==> src/rtl/inst_fetch_pkg.sv <==
// Shared definitions for the instruction fetch stage: PC width, reset
// option for the IF/ID register, FSM state encodings and the default bubble.
package inst_fetch_pkg;

   localparam int PCSIZE = 32;

   // 1: IF/ID register clears on reset; 0: IF/ID register built without reset
   localparam bit RESETABLE = 1'b1;

   // Bubble word placed in InstrD whenever ValidD is 0
   localparam logic [PCSIZE-1:0] NOP_INSTR_DEF = 32'h0000_0000;

   // Fetch FSM encodings
   typedef enum logic [2:0] {
      S_IDLE   = 3'd0,
      S_REQ    = 3'd1,
      S_WAIT   = 3'd2,
      S_HOLD   = 3'd3,
      S_CANCEL = 3'd4
   } fetch_state_t;

   // Contents of the IF/ID pipeline register
   typedef struct packed {
      logic [PCSIZE-1:0] instr;
      logic [PCSIZE-1:0] pc;
      logic [PCSIZE-1:0] pc_plus4;
   } ifid_t;

   // Sequential next PC, wraps modulo 2^PCSIZE
   function automatic logic [PCSIZE-1:0] pc_inc(input logic [PCSIZE-1:0] pc);
      return pc + PCSIZE'(4);
   endfunction

endpackage

==> src/rtl/if_id_reg.sv <==
// IF/ID pipeline register: flush and bubble load NOP_INSTR with ValidD=0,
// a stall holds everything, a load captures a completed fetch.
// PC fields keep their previous values across bubbles.
module if_id_reg
   import inst_fetch_pkg::*;
#(
   parameter logic [PCSIZE-1:0] NOP_INSTR = NOP_INSTR_DEF
) (
   input  logic  clock,
   input  logic  reset,
   input  logic  flush,
   input  logic  stall,
   input  logic  load,
   input  ifid_t din,
   output ifid_t dout,
   output logic  valid
);

   logic rst_int;

   // Reset can be compiled out of this register entirely
   assign rst_int = reset & RESETABLE;

   // Priority: flush, then stall (hold), then load, else bubble
   always_ff @(posedge clock or posedge rst_int) begin
      if (rst_int) begin
         dout  <= '{instr: NOP_INSTR, pc: '0, pc_plus4: '0};
         valid <= 1'b0;
      end else if (flush) begin
         dout.instr <= NOP_INSTR;
         valid      <= 1'b0;
      end else if (!stall) begin
         if (load) begin
            dout  <= din;
            valid <= 1'b1;
         end else begin
            dout.instr <= NOP_INSTR;
            valid      <= 1'b0;
         end
      end
   end

endmodule

==> src/rtl/inst_fetch.sv <==
// Instruction fetch stage: drives a single-outstanding SRAM-like request,
// parks a returned word while decode is stalled, and drops words belonging
// to requests squashed by an exception/eret redirect.
module inst_fetch
   import inst_fetch_pkg::*;
#(
   parameter logic [PCSIZE-1:0] NOP_INSTR = NOP_INSTR_DEF
) (
   input  logic              clock,
   input  logic              reset,
   input  logic [PCSIZE-1:0] PCF,
   input  logic              StallD,
   input  logic              ExcFlush,
   output logic              inst_req,
   output logic [PCSIZE-1:0] inst_addr,
   input  logic              inst_addr_ok,
   input  logic              inst_data_ok,
   input  logic [PCSIZE-1:0] inst_rdata,
   output logic [PCSIZE-1:0] PCPlus4F,
   output logic              StallF,
   output logic [PCSIZE-1:0] InstrD,
   output logic [PCSIZE-1:0] PCD,
   output logic [PCSIZE-1:0] PCPlus4D,
   output logic              ValidD
);

   fetch_state_t      state, state_nxt;
   logic [PCSIZE-1:0] hold_buf;
   logic              fetch_done;   // a word enters IF/ID this cycle
   logic              hold_cap;     // a word arrives while decode is stalled
   logic              use_buf;      // IF/ID is fed from the hold buffer
   ifid_t             ifid_d, ifid_q;

   assign PCPlus4F  = pc_inc(PCF);
   // Address is only qualified by inst_req; tracking PCF makes a redirect
   // while still in REQ retarget the pending request
   assign inst_addr = PCF;
   // PC advances on a completed fetch or on a redirect
   assign StallF    = ~(fetch_done | ExcFlush);

   // State register
   always_ff @(posedge clock or posedge reset) begin
      if (reset) state <= S_IDLE;
      else       state <= state_nxt;
   end

   // Next-state logic
   always_comb begin
      state_nxt = state;
      case (state)
         S_IDLE:   state_nxt = S_REQ;
         S_REQ:    if (inst_addr_ok) state_nxt = ExcFlush ? S_CANCEL : S_WAIT;
         S_WAIT: begin
            if (ExcFlush)          state_nxt = inst_data_ok ? S_REQ : S_CANCEL;
            else if (inst_data_ok) state_nxt = StallD ? S_HOLD : S_REQ;
         end
         S_HOLD:   if (ExcFlush || !StallD) state_nxt = S_REQ;
         // The squashed request still owes one data beat; swallow it
         S_CANCEL: if (inst_data_ok) state_nxt = S_REQ;
         default:  state_nxt = S_IDLE;
      endcase
   end

   // Output / datapath control decode
   always_comb begin
      inst_req   = 1'b0;
      fetch_done = 1'b0;
      hold_cap   = 1'b0;
      use_buf    = 1'b0;
      case (state)
         S_REQ:  inst_req = 1'b1;
         S_WAIT: begin
            if (inst_data_ok && !ExcFlush) begin
               if (StallD) hold_cap   = 1'b1;
               else        fetch_done = 1'b1;
            end
         end
         S_HOLD: begin
            if (!ExcFlush && !StallD) begin
               fetch_done = 1'b1;
               use_buf    = 1'b1;
            end
         end
         default: ;
      endcase
   end

   // Hold buffer captures the word decode could not take
   always_ff @(posedge clock or posedge reset) begin
      if (reset)         hold_buf <= '0;
      else if (hold_cap) hold_buf <= inst_rdata;
   end

   // PCF is frozen by StallF while a fetch is in flight or parked,
   // so it still names the fetched word when it is loaded
   assign ifid_d = '{instr:    use_buf ? hold_buf : inst_rdata,
                     pc:       PCF,
                     pc_plus4: PCPlus4F};

   if_id_reg #(.NOP_INSTR(NOP_INSTR)) u_if_id (
      .clock (clock),
      .reset (reset),
      .flush (ExcFlush),
      .stall (StallD),
      .load  (fetch_done),
      .din   (ifid_d),
      .dout  (ifid_q),
      .valid (ValidD)
   );

   assign InstrD   = ifid_q.instr;
   assign PCD      = ifid_q.pc;
   assign PCPlus4D = ifid_q.pc_plus4;

endmodule

==> config.mk <==
export PLATFORM = sky130hd
export DESIGN_NAME = inst_fetch
export DESIGN_NICKNAME = d
export VERILOG_FILES = /design/src/rtl/inst_fetch_pkg.sv /design/src/rtl/if_id_reg.sv /design/src/rtl/inst_fetch.sv
export SDC_FILE = /design/constraint.sdc
export NUM_CORES = 1
export LEC_CHECK = 0
export ABC_CLOCK_PERIOD_IN_PS = 7350
export CAP_MARGIN = 40
export CORE_MARGIN = 1.5
export CORE_UTILIZATION = 45
export CTS_CLUSTER_DIAMETER = 150
export CTS_CLUSTER_SIZE = 8
export DETAILED_ROUTE_END_ITERATION = 16
export GPL_TIMING_DRIVEN = 0
export PLACE_DENSITY = 0.79
export SLEW_MARGIN = 20
export SYNTH_ARGS = -nofsm -noshare
export SYNTH_HDL_FRONTEND = slang
export SYNTH_HIERARCHICAL = 1
export SYNTH_SLANG_ARGS = --single-unit
export TNS_END_PERCENT = 30
==> constraint.sdc <==
create_clock -name clock -period 7.35 [get_ports clock]
set_input_delay 0.735 -clock clock [delete_from_list [all_inputs] [get_ports clock]]
set_output_delay 0.735 -clock clock [all_outputs]
set_load 0.05 [all_outputs]
## After elaboration in Yosys (flattened, before gate mapping)

Index checks and enable logic that the tools add are counted.

| word-level totals | value |
|---|---|
| flip-flop bits (word level) | 132 |
| bits of input ports | 70 |

| operators by class | value |
|---|---|
| add/subtract/negate cells | 1 |
| eq/ne operators | 9 |
| multiplexer cells | 26 |
| bitwise logic cells | 4 |
| reductions and logical operators | 8 |

Operator list:

| kind | count |
|---|---|
| $mux 32 | 3 |
| $mux 96 | 1 |
| $mux 64 | 1 |
| $add 32x3->32 const B | 1 |
| $mux 3 | 7 |
| $pmux 3 s5 | 1 |
| $mux 1 | 11 |
| $eq 3x2->1 const B | 2 |
| $ne 2x2->1 const B | 3 |
| $reduce_and 4->1 | 1 |
| $eq 3x1->1 const B | 1 |
| $eq 3x3->1 const B | 1 |
| $logic_not 3->1 | 1 |
| $ne 3x3->1 const B | 1 |
| $not 1->1 | 3 |
| $reduce_and 3->1 | 1 |
| $logic_and 1x1->1 | 2 |
| $logic_not 1->1 | 2 |
| $mux 2 | 1 |
| $ne 2x1->1 const B | 1 |
| $pmux 1 s2 | 1 |
| $logic_or 1x1->1 | 1 |
| $or 1x1->1 | 1 |

## Depth between registers and ports, before layout

Gate-level depths: netlist (run 1).

| depth | value |
|---|---|
| depth after elaboration | 8 |
| gate-level depth with buffers | 7 |

## Modules after synthesis

Netlist (run 1), hierarchy kept.

Modules (own cells, without submodules):

| module | times used | cells an instance | area an instance (um2) | seq. area each (um2) |
|---|---|---|---|---|
| if_id_reg | 1 | 283 | 4140.2 | 2427.3 |
| inst_fetch | 1 | 275 | 2854.0 | 875.8 |

## Worst setup path after synthesis (run 1)

OpenSTA, ideal clock, no wires.

| timing path | value |
|---|---|
| path type | input to output |
| from | input port PCF[10] |
| to | output port PCPlus4F[21] |
| data arrival time | 2.000 ns |
| setup slack | 4.615 ns |
| stages | 5 |
| path buffers | 1 |
| cell sequence | nand4_1 -> or4_1 -> nor3_1 -> xor2_1 -> buf_4 |

RTL lines:

| item | RTL line | text |
|---|---|---|
| from (decl) | inst_fetch.sv:11 | `input logic [PCSIZE-1:0] PCF,` |
| to (decl) | inst_fetch.sv:19 | `output logic [PCSIZE-1:0] PCPlus4F,` |

==> results by group, run 1 <==
Status
  • Status: finished, final reports clean

Critical path
  • Startpoint Class: input pin
  • WP data required: 6.61 ns
  • CP endpoint kind: primary output
  • Critical path data arrival time: 3.76 ns
  • Critical path type: in -> out
  • Worst reg2reg setup slack: 4.83 ns
  • Crit path max fanout: 10
  • Crit. Startpoint: PCF[10]
  • R2R Path Start: state[2]

Detailed routing
  • 1st-iter DRT viols: 238
  • Drt drc: 0
  • DRT Pass-1 Iters: 4
  • Post-Route WL: 18390 µm
  • Post-route ant nets: 0
  • Vias per cell: 5.127
  • Vias: 5189
  • DR WL/cell: 18.17 µm

Power
  • Seq pwr share: 33.8%
  • Leak: 4.422 nW
  • Sw frac: 37.08%
  • Comb power frac: 40.4%
  • IR drop worst, VDD: 156.6 µV
  • Sw Pwr: 1.131 mW
  • Total chip power: 3.050 mW
  • Clock power share: 25.8%
  • Power per standard cell area: 300.5 nW/µm²
  • P_int: 1.919 mW

Logic synthesis
  • Syn_area_per_cell: 12.53 µm²
  • Count leader, synth: dfrtp_1
  • Synthesized flop and latch total: 132
  • Seq/Total Area, Yosys: 47.23%
  • Asr flop ratio synth: 100.0%
  • Netlist cell types: 40
  • List of most frequent post-synthesis cells: dfrtp_1 (132), mux2_2 (65), buf_4 (64)
  • Mapped Cells: 558
  • Post-synth top flop: dfrtp_1
  • Most area-consuming cells after synthesis: dfrtp_1 (47%), mux2_4 (13%), mux2_2 (10%)
  • Synth top area share: 47.23%
  • Yosys top cell by area: dfrtp_1
  • Syn_nets: 629
  • Post-synth EDFFs: 0
  • Mapped Area: 6994 µm²
  • Synth Warn #: 6

Hold path
  • Hold Crit Class: reg -> reg
  • Hold_sp: hold_buf[5]

Clock network
  • Worst-skew pair later-pin latency: 0.42 ns
  • CTS Buf Count: 17
  • Root buffer cell: clkbuf_16
  • Longest Clk Path Bufs: 2
  • Cts repair resizes: 0
  • CTS H-tree depth: 4
  • TritonCTS Sinks: 132
  • Clock slew at reported path FFs: 0.05 ns
  • TritonCTS clock tree: done
  • CTS Hold Bufs: 0
  • Post-CTS setup buffers: 0

Timing
  • Fin. Hold Viols: 0
  • Max Fclk: 0.2223 GHz
  • Max-slew violation count: 0
  • Crit share post-route: 61.21%
  • Slew HR: 62.55%
  • Setup TNS: 0 ns
  • Slew at the pin closest to its max-slew limit: 0.5576 ns
  • RSZ-0062 raised after global routing: no
  • Final setup viols: 0
  • Min Tclk post-route: 4.499 ns
  • Clock Skew: 0.008199 ns

Finish
  • Synth-to-Final Area Change: 45.15%
  • # diodes: 0
  • Share of cells above drive strength 1: 30.10%
  • Fillers: 1092
  • Layout Nets: 882

Global routing
  • GRT overflow: 0
  • Total GRT Usage: 23.26%
  • Vias in the first global route: 5403
  • Pin count of the biggest net entering global routing: 66
  • Initial antenna violation count: 0
  • First-pass GRT wire length: 29360 µm

Run
  • Max Cap Viol: 0

Floorplan
  • Chip width: 127.7 µm
  • Starting Density: 46.01%
  • Die extent in y: 127.7 µm
  • # IOs: 233
  • Row count: 45
  • Die area: 16300 µm²
  • Core ar.: 15200 µm²

Placement
  • DP HPWL: 13800 µm
  • Final Wtd Congestion: 0.8010
  • Number of port buffers: 232
## logic make-up after synthesis
family          synth area share [%]
compound gates                 2.755
xor+xnor                       3.506
fa+ha+maj                     0.1789
buf+inv                        11.27
flops                          47.23
mux                            24.03
simple gates                   11.04
## final timing paths
path                                    end  cells past startpoint
max                            PCPlus4F[24]                      7
min                             hold_buf[5]                      1
max reg2reg                 u_if_id/dout[1]                      7
min reg2reg                     hold_buf[5]                      1
max in group asynchronous  u_if_id/dout[45]                      3
min in group asynchronous       hold_buf[3]                      2
## power by group through the flow
stage               Sequential (mW)  Combinational [mW]  Clock [mW]
finish                         1.03                1.23       0.786
global route                   1.06                1.28       0.834
CTS                            1.03                1.24       0.800
detailed placement             1.04                1.23           0
global placement               1.03                1.21           0
floorplan                      1.43               0.423           0
## sequential cells by signal, indices dropped and copies added, names as in the netlist
signal	cells
u_if_id/dout	96
u_if_id/valid	1
hold_buf	32
state	3
## per-stage QoR
step           util (%)  hold slack (ns)  cells  cell area [µm²]  worst slack, ns
4_1_cts           66.65           0.4933   1011            10130            2.827
3_3_place_gp      62.83           0.4636    978             9552            2.456
3_5_place_dp      63.05           0.4803    979             9584            2.837
5_1_grt           66.78           0.5093   1012            10150            2.706
6_report          66.78           0.4840   1012            10150            2.851
2_1_floorplan         -           0.4541    558             6994            4.081
## layout make-up
cell class	instances	area, µm²	area share [%]
buffer	93	762.0	7.506
inverter	7	31.28	0.3081
timing repair buffer	234	2370	23.34
tap	188	235.2	2.317
multi-input combinational	326	2903	28.59
clock buffer	23	467.9	4.609
sequential	132	3303	32.54
clock inverter	9	80.08	0.7888
## worst max-delay path: stages
cell and delay [ns]:
clkdlybuf4s50_1 0.63, nand4_1 0.26, nor4_4 0.61, nand4_1 0.22, xnor2_1 0.34, buf_4 0.17, clkdlybuf4s50_1 0.79
## cell usage in the layout (no fill, tap or decap), types with 2 or more instances in the layout
cell type / n
nor2_1: 10
a21oi_1: 33
inv_1: 5
clkbuf_8: 2
nand2_1: 41
buf_6: 8
clkbuf_1: 15
xnor2_1: 21
clkdlybuf4s50_1: 232
mux2_2: 65
clkbuf_16: 17
buf_4: 64
dfrtp_1: 132
nand3b_1: 33
and3_1: 4
nand2b_1: 3
xor2_1: 7
nor4_1: 3
clkinvlp_4: 4
buf_2: 3
clkinv_2: 4
nand4_1: 12
nand3_1: 8
mux2_4: 61
buf_12: 7
nor3_1: 5
mux2_1: 2
o21a_1: 2
## metal layers
metal | track usage (%) | wire [µm] | up-vias
li1 | - | - | 2382
met3 | 6.678 | 1332 | 25
met5 | 0 | 0 | -
met1 | 28.37 | 7708 | 2562
met2 | 39.81 | 9012 | 220
met4 | 7.667 | 336 | 0
Note: power is estimated with default switching activity, not from simulation.
==> run 2: changes to the inputs <==
--- a/config.mk
+++ b/config.mk
@@ -5,7 +5,7 @@
 export SDC_FILE = /design/constraint.sdc
 export NUM_CORES = 1
 export LEC_CHECK = 0
-export ABC_CLOCK_PERIOD_IN_PS = 7350
+export ABC_CLOCK_PERIOD_IN_PS = 4200
 export CAP_MARGIN = 40
 export CORE_MARGIN = 1.5
 export CORE_UTILIZATION = 45
==> constraint.sdc (replaced) <==
create_clock -name clock -period 4.2 [get_ports clock]
set_input_delay 0.42 -clock clock [delete_from_list [all_inputs] [get_ports clock]]
set_output_delay 0.42 -clock clock [all_outputs]
set_load 0.05 [all_outputs]
==> results of run 2 <==
Same layout as run 1 (identical final DEF). Status: finished, final reports clean.
Among the figures that moved: setup slack after placement 2.837 ns -> 0.3170 ns; clock-pin slew on the worst setup and hold paths 0.05 ns -> 0.06 ns; setup slack after layout 2.851 ns -> 0.3313 ns; hold slack 0.4840 ns -> 0.3455 ns; register-to-register setup slack 4.83 ns -> 1.68 ns; total power 3.050 mW -> 5.338 mW; worst IR drop on VDD 156.6 µV -> 274.0 µV
